==> src/rtl/rgb_gray_pkg.sv <==
// Shared types and constants for the RGB-to-grayscale stream converter.
package rgb_gray_pkg;

  typedef enum logic [1:0] {
    ModeLuma  = 2'd0,
    ModeAvg   = 2'd1,
    ModeMax   = 2'd2,
    ModeGreen = 2'd3
  } gray_mode_e;

  typedef enum logic {
    StIdle    = 1'b0,
    StInFrame = 1'b1
  } frame_state_e;

  // Channel weights; each set sums to 256 so the rounded result cannot overflow.
  localparam int unsigned LumaWR = 77;
  localparam int unsigned LumaWG = 150;
  localparam int unsigned LumaWB = 29;
  localparam int unsigned AvgWR  = 85;
  localparam int unsigned AvgWG  = 86;
  localparam int unsigned AvgWB  = 85;

  localparam int unsigned RoundConst = 128;

endpackage

==> src/rtl/gray_weighted_sum.sv <==
// Two-stage datapath: stage 1 registers weighted products (or max/green scaled
// by 256), stage 2 registers the rounded sum sliced down to PIX_W bits.
module gray_weighted_sum
  import rgb_gray_pkg::*;
#(
  parameter int unsigned PIX_W = 8
) (
  input  logic             clk_i,
  input  logic             rst_ni,
  input  logic             s1_en_i,
  input  logic             s2_en_i,
  input  gray_mode_e       mode_i,
  input  logic [PIX_W-1:0] red_i,
  input  logic [PIX_W-1:0] green_i,
  input  logic [PIX_W-1:0] blue_i,
  output logic [PIX_W-1:0] gray_o
);

  localparam int unsigned ProdW = PIX_W + 8;

  logic [ProdW-1:0] wr, wg, wb;
  logic [PIX_W-1:0] max_rgb;
  logic [ProdW-1:0] pr_d, pg_d, pb_d;
  logic [ProdW-1:0] pr_q, pg_q, pb_q;
  logic [ProdW-1:0] sum;
  logic [PIX_W-1:0] gray_d, gray_q;

  // Stage-1 product select; non-weighted modes are pre-scaled by 256 so the
  // shared round/slice in stage 2 returns them unchanged.
  always_comb begin
    wr   = '0;
    wg   = '0;
    wb   = '0;
    pr_d = '0;
    pg_d = '0;
    pb_d = '0;
    max_rgb = red_i;
    if (green_i > max_rgb) max_rgb = green_i;
    if (blue_i > max_rgb) max_rgb = blue_i;
    unique case (mode_i)
      ModeLuma: begin
        wr = ProdW'(LumaWR);
        wg = ProdW'(LumaWG);
        wb = ProdW'(LumaWB);
        pr_d = ProdW'(red_i) * wr;
        pg_d = ProdW'(green_i) * wg;
        pb_d = ProdW'(blue_i) * wb;
      end
      ModeAvg: begin
        wr = ProdW'(AvgWR);
        wg = ProdW'(AvgWG);
        wb = ProdW'(AvgWB);
        pr_d = ProdW'(red_i) * wr;
        pg_d = ProdW'(green_i) * wg;
        pb_d = ProdW'(blue_i) * wb;
      end
      ModeMax:   pr_d = ProdW'(max_rgb) << 8;
      ModeGreen: pr_d = ProdW'(green_i) << 8;
      default:   pr_d = '0;
    endcase
  end

  // Weights sum to 256, so the rounded total always fits in ProdW bits.
  always_comb begin
    sum    = pr_q + pg_q + pb_q + ProdW'(RoundConst);
    gray_d = PIX_W'(sum >> 8);
  end

  // Stage-1 product registers, loaded on pixel acceptance.
  always_ff @(posedge clk_i or negedge rst_ni) begin
    if (!rst_ni) begin
      pr_q <= '0;
      pg_q <= '0;
      pb_q <= '0;
    end else if (s1_en_i) begin
      pr_q <= pr_d;
      pg_q <= pg_d;
      pb_q <= pb_d;
    end
  end

  // Stage-2 result register, loaded when stage 1 moves forward.
  always_ff @(posedge clk_i or negedge rst_ni) begin
    if (!rst_ni) begin
      gray_q <= '0;
    end else if (s2_en_i) begin
      gray_q <= gray_d;
    end
  end

  assign gray_o = gray_q;

endmodule

==> src/rtl/rgb_to_grayscale_stream.sv <==
// Streaming RGB-to-grayscale converter with valid/ready handshake, per-frame
// mode latching, frame-boundary checking and an output pixel counter.
module rgb_to_grayscale_stream
  import rgb_gray_pkg::*;
#(
  parameter int unsigned PIX_W = 8,
  parameter int unsigned CNT_W = 16
) (
  input  logic             clk,
  input  logic             rst,
  input  logic [PIX_W-1:0] red_i,
  input  logic [PIX_W-1:0] green_i,
  input  logic [PIX_W-1:0] blue_i,
  input  logic             valid_i,
  input  logic             sof_i,
  input  logic             cam_done_i,
  output logic             ready_o,
  input  logic [1:0]       mode_i,
  output logic [PIX_W-1:0] grayscale_o,
  output logic             valid_o,
  input  logic             ready_i,
  output logic             sof_o,
  output logic             done_o,
  output logic [CNT_W-1:0] pix_cnt_o,
  output logic             frame_err_o
);

  logic v1_q, v1_d, v2_q, v2_d;
  logic sof1_q, done1_q, sof2_q, done2_q;
  logic accept, adv2, s2_load, xfer;
  gray_mode_e   mode_q, mode_d, eff_mode;
  frame_state_e state_q, state_d;
  logic err_q, err_d;
  logic [CNT_W-1:0] cnt_q, cnt_d;

  // Handshake: a slot can take data when it is empty or its consumer drains it.
  always_comb begin
    adv2     = ~v2_q | ready_i;
    ready_o  = rst & (ready_i | ~v2_q | ~v1_q);
    accept   = valid_i & ready_o;
    s2_load  = adv2 & v1_q;
    xfer     = v2_q & ready_i;
    v1_d     = accept ? 1'b1 : (adv2 ? 1'b0 : v1_q);
    v2_d     = adv2 ? v1_q : v2_q;
    // A start-of-frame pixel uses the mode presented with it.
    eff_mode = sof_i ? gray_mode_e'(mode_i) : mode_q;
  end

  // Valid bits and flags travelling alongside the datapath.
  always_ff @(posedge clk or negedge rst) begin
    if (!rst) begin
      v1_q    <= 1'b0;
      v2_q    <= 1'b0;
      sof1_q  <= 1'b0;
      done1_q <= 1'b0;
      sof2_q  <= 1'b0;
      done2_q <= 1'b0;
    end else begin
      v1_q <= v1_d;
      v2_q <= v2_d;
      if (accept) begin
        sof1_q  <= sof_i;
        done1_q <= cam_done_i;
      end
      if (s2_load) begin
        sof2_q  <= sof1_q;
        done2_q <= done1_q;
      end
    end
  end

  gray_weighted_sum #(
    .PIX_W (PIX_W)
  ) u_sum (
    .clk_i   (clk),
    .rst_ni  (rst),
    .s1_en_i (accept),
    .s2_en_i (s2_load),
    .mode_i  (eff_mode),
    .red_i   (red_i),
    .green_i (green_i),
    .blue_i  (blue_i),
    .gray_o  (grayscale_o)
  );

  // Frame FSM next state, mode latch and sticky error.
  always_comb begin
    state_d = state_q;
    mode_d  = mode_q;
    err_d   = err_q;
    if (accept) begin
      if (sof_i) begin
        mode_d  = gray_mode_e'(mode_i);
        if (state_q == StInFrame) err_d = 1'b1;
        state_d = cam_done_i ? StIdle : StInFrame;
      end else if (state_q == StIdle) begin
        err_d = 1'b1;
      end else if (cam_done_i) begin
        state_d = StIdle;
      end
    end
  end

  // Frame FSM state, latched mode and error flag.
  always_ff @(posedge clk or negedge rst) begin
    if (!rst) begin
      state_q <= StIdle;
      mode_q  <= ModeLuma;
      err_q   <= 1'b0;
    end else begin
      state_q <= state_d;
      mode_q  <= mode_d;
      err_q   <= err_d;
    end
  end

  // Output pixel counter: restarts at 1 on a start-of-frame transfer.
  always_comb begin
    cnt_d = cnt_q;
    if (xfer) cnt_d = sof2_q ? CNT_W'(1) : cnt_q + CNT_W'(1);
  end

  // Counter register.
  always_ff @(posedge clk or negedge rst) begin
    if (!rst) begin
      cnt_q <= '0;
    end else begin
      cnt_q <= cnt_d;
    end
  end

  assign valid_o     = v2_q;
  assign sof_o       = v2_q & sof2_q;
  assign done_o      = xfer & done2_q;
  assign pix_cnt_o   = cnt_q;
  assign frame_err_o = err_q;

endmodule

==> config.mk <==
export PLATFORM = sky130hd
export DESIGN_NAME = rgb_to_grayscale_stream
export DESIGN_NICKNAME = d
export VERILOG_FILES = /design/src/rtl/rgb_gray_pkg.sv /design/src/rtl/gray_weighted_sum.sv /design/src/rtl/rgb_to_grayscale_stream.sv
export SDC_FILE = /design/constraint.sdc
export NUM_CORES = 1
export LEC_CHECK = 0
export ABC_AREA = 1
export BUFFER_PORTS_ARGS = -buffer_cell sky130_fd_sc_hd__buf_2
export CAP_MARGIN = 10
export CORE_ASPECT_RATIO = 1.25
export CORE_UTILIZATION = 55
export DETAILED_ROUTE_END_ITERATION = 12
export PLACE_DENSITY = 0.73
export SETUP_SLACK_MARGIN = 0.1
export SLEW_MARGIN = 40
export SYNTH_ARGS = -nofsm -noshare
export SYNTH_HDL_FRONTEND = slang
export SYNTH_SLANG_ARGS = --single-unit
==> constraint.sdc <==
create_clock -name clk -period 4.3 [get_ports clk]
set_clock_uncertainty 0.2 [all_clocks]
set_input_delay 0.86 -clock clk [delete_from_list [all_inputs] [get_ports clk]]
set_output_delay 0.86 -clock clk [all_outputs]
set_load 0.01 [all_outputs]
==> flow_metrics.py <==
metrics = {
    "floorplanning": {
        "io_pins": 61,
        "dieArea_sq_um": 21100,
        "die_y_microns": 162.1,
        "fp.dieW_microns": 130.1,
        "start_util": 0.5613,
        "core_sq_um": 20100,
        "row_count": 58,
    },
    "run_status": {
        "outcome": "finished, final reports clean",
    },
    "finish": {
        "fin_cells": 1917,
        "num_antenna_cells": 0,
        "layout_common_cells": "nand2_1 (382), inv_1 (309), ha_1 (227), nand3_1 (99), dfrtp_1 (80)",
        "fill_cells": 1853,
        "final_common_cell": "nand2_1",
        "area_growth_pct": 11.89,
        "ff_latch_area_sq_um": 2002,
        "multi_input_area_sq_um": 8028,
        "nets": 1967,
        "fin_area_sq_um": 12620,
        "drive_above_1_share": 0.1020,
    },
    "timing": {
        "setup_violations": 0,
        "fin_crit_sh": 0.9237,
        "rsz0062_at_grt": "no",
        "hold_violations": 0,
        "holdWs_ns": 0.2482,
        "relSlewSlack": 0.4749,
        "tightest_slew_ns": 0.7867,
        "final.min_clock_period_ns": 3.972,
        "final_max_slew_viol_count": 0,
        "max_freq_mhz": 251.8,
        "fin_setup_tns_ns": 0,
    },
    "critical_path": {
        "criticalPathCategory": "input port to flop",
        "critical_path_required_ns": 4.39,
        "worst_setup_path_start_kind": "input port",
        "end_kind": "flop",
        "crit_path_max_fanout": 4,
        "worstPathArrival_ns": 4.06,
    },
    "logic_synthesis": {
        "ys_seq_area_frac": 0.1774,
        "ys_dominant_reg_cell": "dfrtp_1",
        "synth-edff-count": 0,
        "ys_ff_latch": 80,
        "ys_types": 50,
        "postSynthCellCount": 1528,
        "async_reset_ff_frac": 1.000,
        "syn-cell-area_sq_um": 11280,
        "synthTopCellsByArea": "ha_1 (25%), dfrtp_1 (18%), nand2_1 (13%)",
        "syn-mean-instance-area_sq_um": 7.384,
        "syn_nets": 1853,
        "ys_warn_count": 0,
        "synth_top_area_frac": 0.2528,
        "synth_top_area_cell": "ha_1",
    },
    "cts": {
        "cts_buffers": 9,
        "clockRootBuffer": "clkbuf_16",
        "clock_latency_ns": 0.35,
        "cts_tree": "built",
        "holdBufCountCts": 0,
        "htreeDepth": 3,
        "clock_sinks": 80,
        "cts_buffer_depth": 2,
        "clk_pin_slew_ns": 0.07,
    },
    "route": {
        "antenna_left": 0,
        "postRouteWirelength_mm": 28.22,
        "vias": 10200,
        "drtPass1Iterations": 5,
        "wl_per_cell_microns": 14.72,
        "drt-initial-drc-count": 463,
        "drc_errors": 0,
        "via_per_inst": 5.322,
    },
    "power_and_ir_drop": {
        "peakVddDrop_uv": 322.3,
        "powerDensity_nw_per_um2": 448.5,
        "combPwrFrac": 0.654,
        "intPower_mw": 2.938,
        "power_switching_mw": 2.725,
        "leakage_nw": 7.387,
        "clkPwrFrac": 0.148,
        "total_power_mw": 5.662,
        "p_seq_frac": 0.198,
        "swShare": 0.4812,
    },
    "grt": {
        "grt_pass1_wl_mm": 46.55,
        "grt_pass1_vias": 9850,
        "grt_max_degree": 47,
        "grt-ovfl-total": 0,
        "grtUsageTotal": 0.2836,
        "antenna_found_initial": 0,
    },
    "placement": {
        "place.gp.congestion": 0.9392,
        "io_buffers": 60,
        "post_dp_cell_area_sq_um": 12280,
        "dp_cells": 1901,
        "dpl.hpwl_mm": 23.90,
    },
    "flow_run": {
        "maxCapViolCount": 0,
    },
    "min_path": {
        "min_path_type": "input port to async pin",
    },
}
-- power groups by stage --
| stage | logic [mW] | clock network [mW] | registers (mW) |
|---|---|---|---|
| 5_1_grt | 4.27 | 0.886 | 1.15 |
| 3_5_place_dp | 3.64 | 0 | 1.14 |
| 2_1_floorplan | 2.65 | 0 | 1.12 |
| 4_1_cts | 3.69 | 0.844 | 1.12 |
| 3_3_place_gp | 3.60 | 0 | 1.13 |
| 6_report | 3.70 | 0.837 | 1.12 |
-- layer usage --
metal,vias to the layer above,track usage,share of wire
li1,5137,-,-
met1,4791,0.3356,0.41
met2,228,0.5227,0.52
met3,47,0.03162,0.042
met4,0,0.09567,0.029
met5,-,0,0
-- cell usage after synthesis, types with 2 or more instances --
cell type  number
a31oi_1         2
nor2_4          4
a211oi_1        5
or2_2          11
o21a_1          7
a22o_1          5
inv_2           5
and2_1          5
o21bai_1        6
ha_1          228
o211ai_1        3
o21ai_1        17
nor3_1          7
dfrtp_1        80
o22ai_1         3
xnor2_1         5
a21boi_0        2
nand3_1        99
nor2_1         66
clkbuf_1        7
buf_6           2
a21oi_1        80
fa_1           65
inv_1         309
nand2_1       382
o21ai_0        62
nand4_1        17
xor2_1          8
nand3b_1        3
a21o_1          7
o221ai_1        2
buf_2           5
a31o_2          2
-- stage by stage --
step / utilization / setup WS, ns
after floorplan: - / 0.2481
after global placement: 0.6110 / -0.02591
after detailed placement: 0.6110 / -0.07550
after CTS: 0.6270 / 0.2757
after global routing: 0.6280 / 0.1026
final: 0.6280 / 0.3282
-- critical path, cell delays in order --
cell	delay [ns]
buf_2	0.12
ha_1	0.31
ha_1	0.28
inv_1	0.05
fa_1	0.47
fa_1	0.51
inv_1	0.04
ha_1	0.34
nand2_1	0.10
o21a_1	0.15
nand2_1	0.09
xnor2_1	0.16
o22ai_1	0.28
buf_4	0.19
nand2_1	0.05
nand2_1	0.05
-- flip-flops by register name, summed over array words and instances, names as in the netlist, 2 cells and up --
name / flops
u_sum.pg_q: 15
mode_q: 2
pix_cnt_o: 16
u_sum.gray_o: 8
u_sum.pr_q: 16
u_sum.pb_q: 15
-- timing repair --
item                       4_1_cts  5_1_grt
gates resized for setup          0        4
setup endpoints to repair        0        4
setup buffers                    0        0
-- cell families (layout without fill, tap and decap cells) --
logic type                 after synthesis  count (layout)  share of synthesized area
AOI/OAI and AO/OA                      210             210                     0.1069
xor gates and xnor gates                13              13                    0.01009
adders and majority gates              293             293                     0.3682
buffers and inverters                  332             451                     0.1129
DFF                                     80              80                     0.1774
and+or+nand+nor                        600             600                     0.2246
-- final timing paths --
check | start | endpoint | slack, ns | cells past startpoint
max | green_i[4] | u_sum.pg_q[10] | 0.33 | 16
min | rst | u_sum.gray_o[7] | 0.25 | 1
max reg2reg | u_sum.pb_q[6] | u_sum.gray_o[3] | 1.32 | 10
min reg2reg | frame_err_o | frame_err_o | 0.27 | 1
max in group asynchronous | rst | u_sum.pb_q[0] | 2.67 | 2
min in group clk | frame_err_o | frame_err_o | 0.27 | 1
-- cell type report --
cell class                 instances  area share
sequential                        80      0.1586
tap                              270     0.02676
timing repair buffer             119     0.05907
clock inverter                     6    0.007433
inverter                         316     0.09415
clock buffer                      10     0.01814
multi-input combinational       1116      0.6359
No activity file was read; power rests on OpenSTA's default activity.
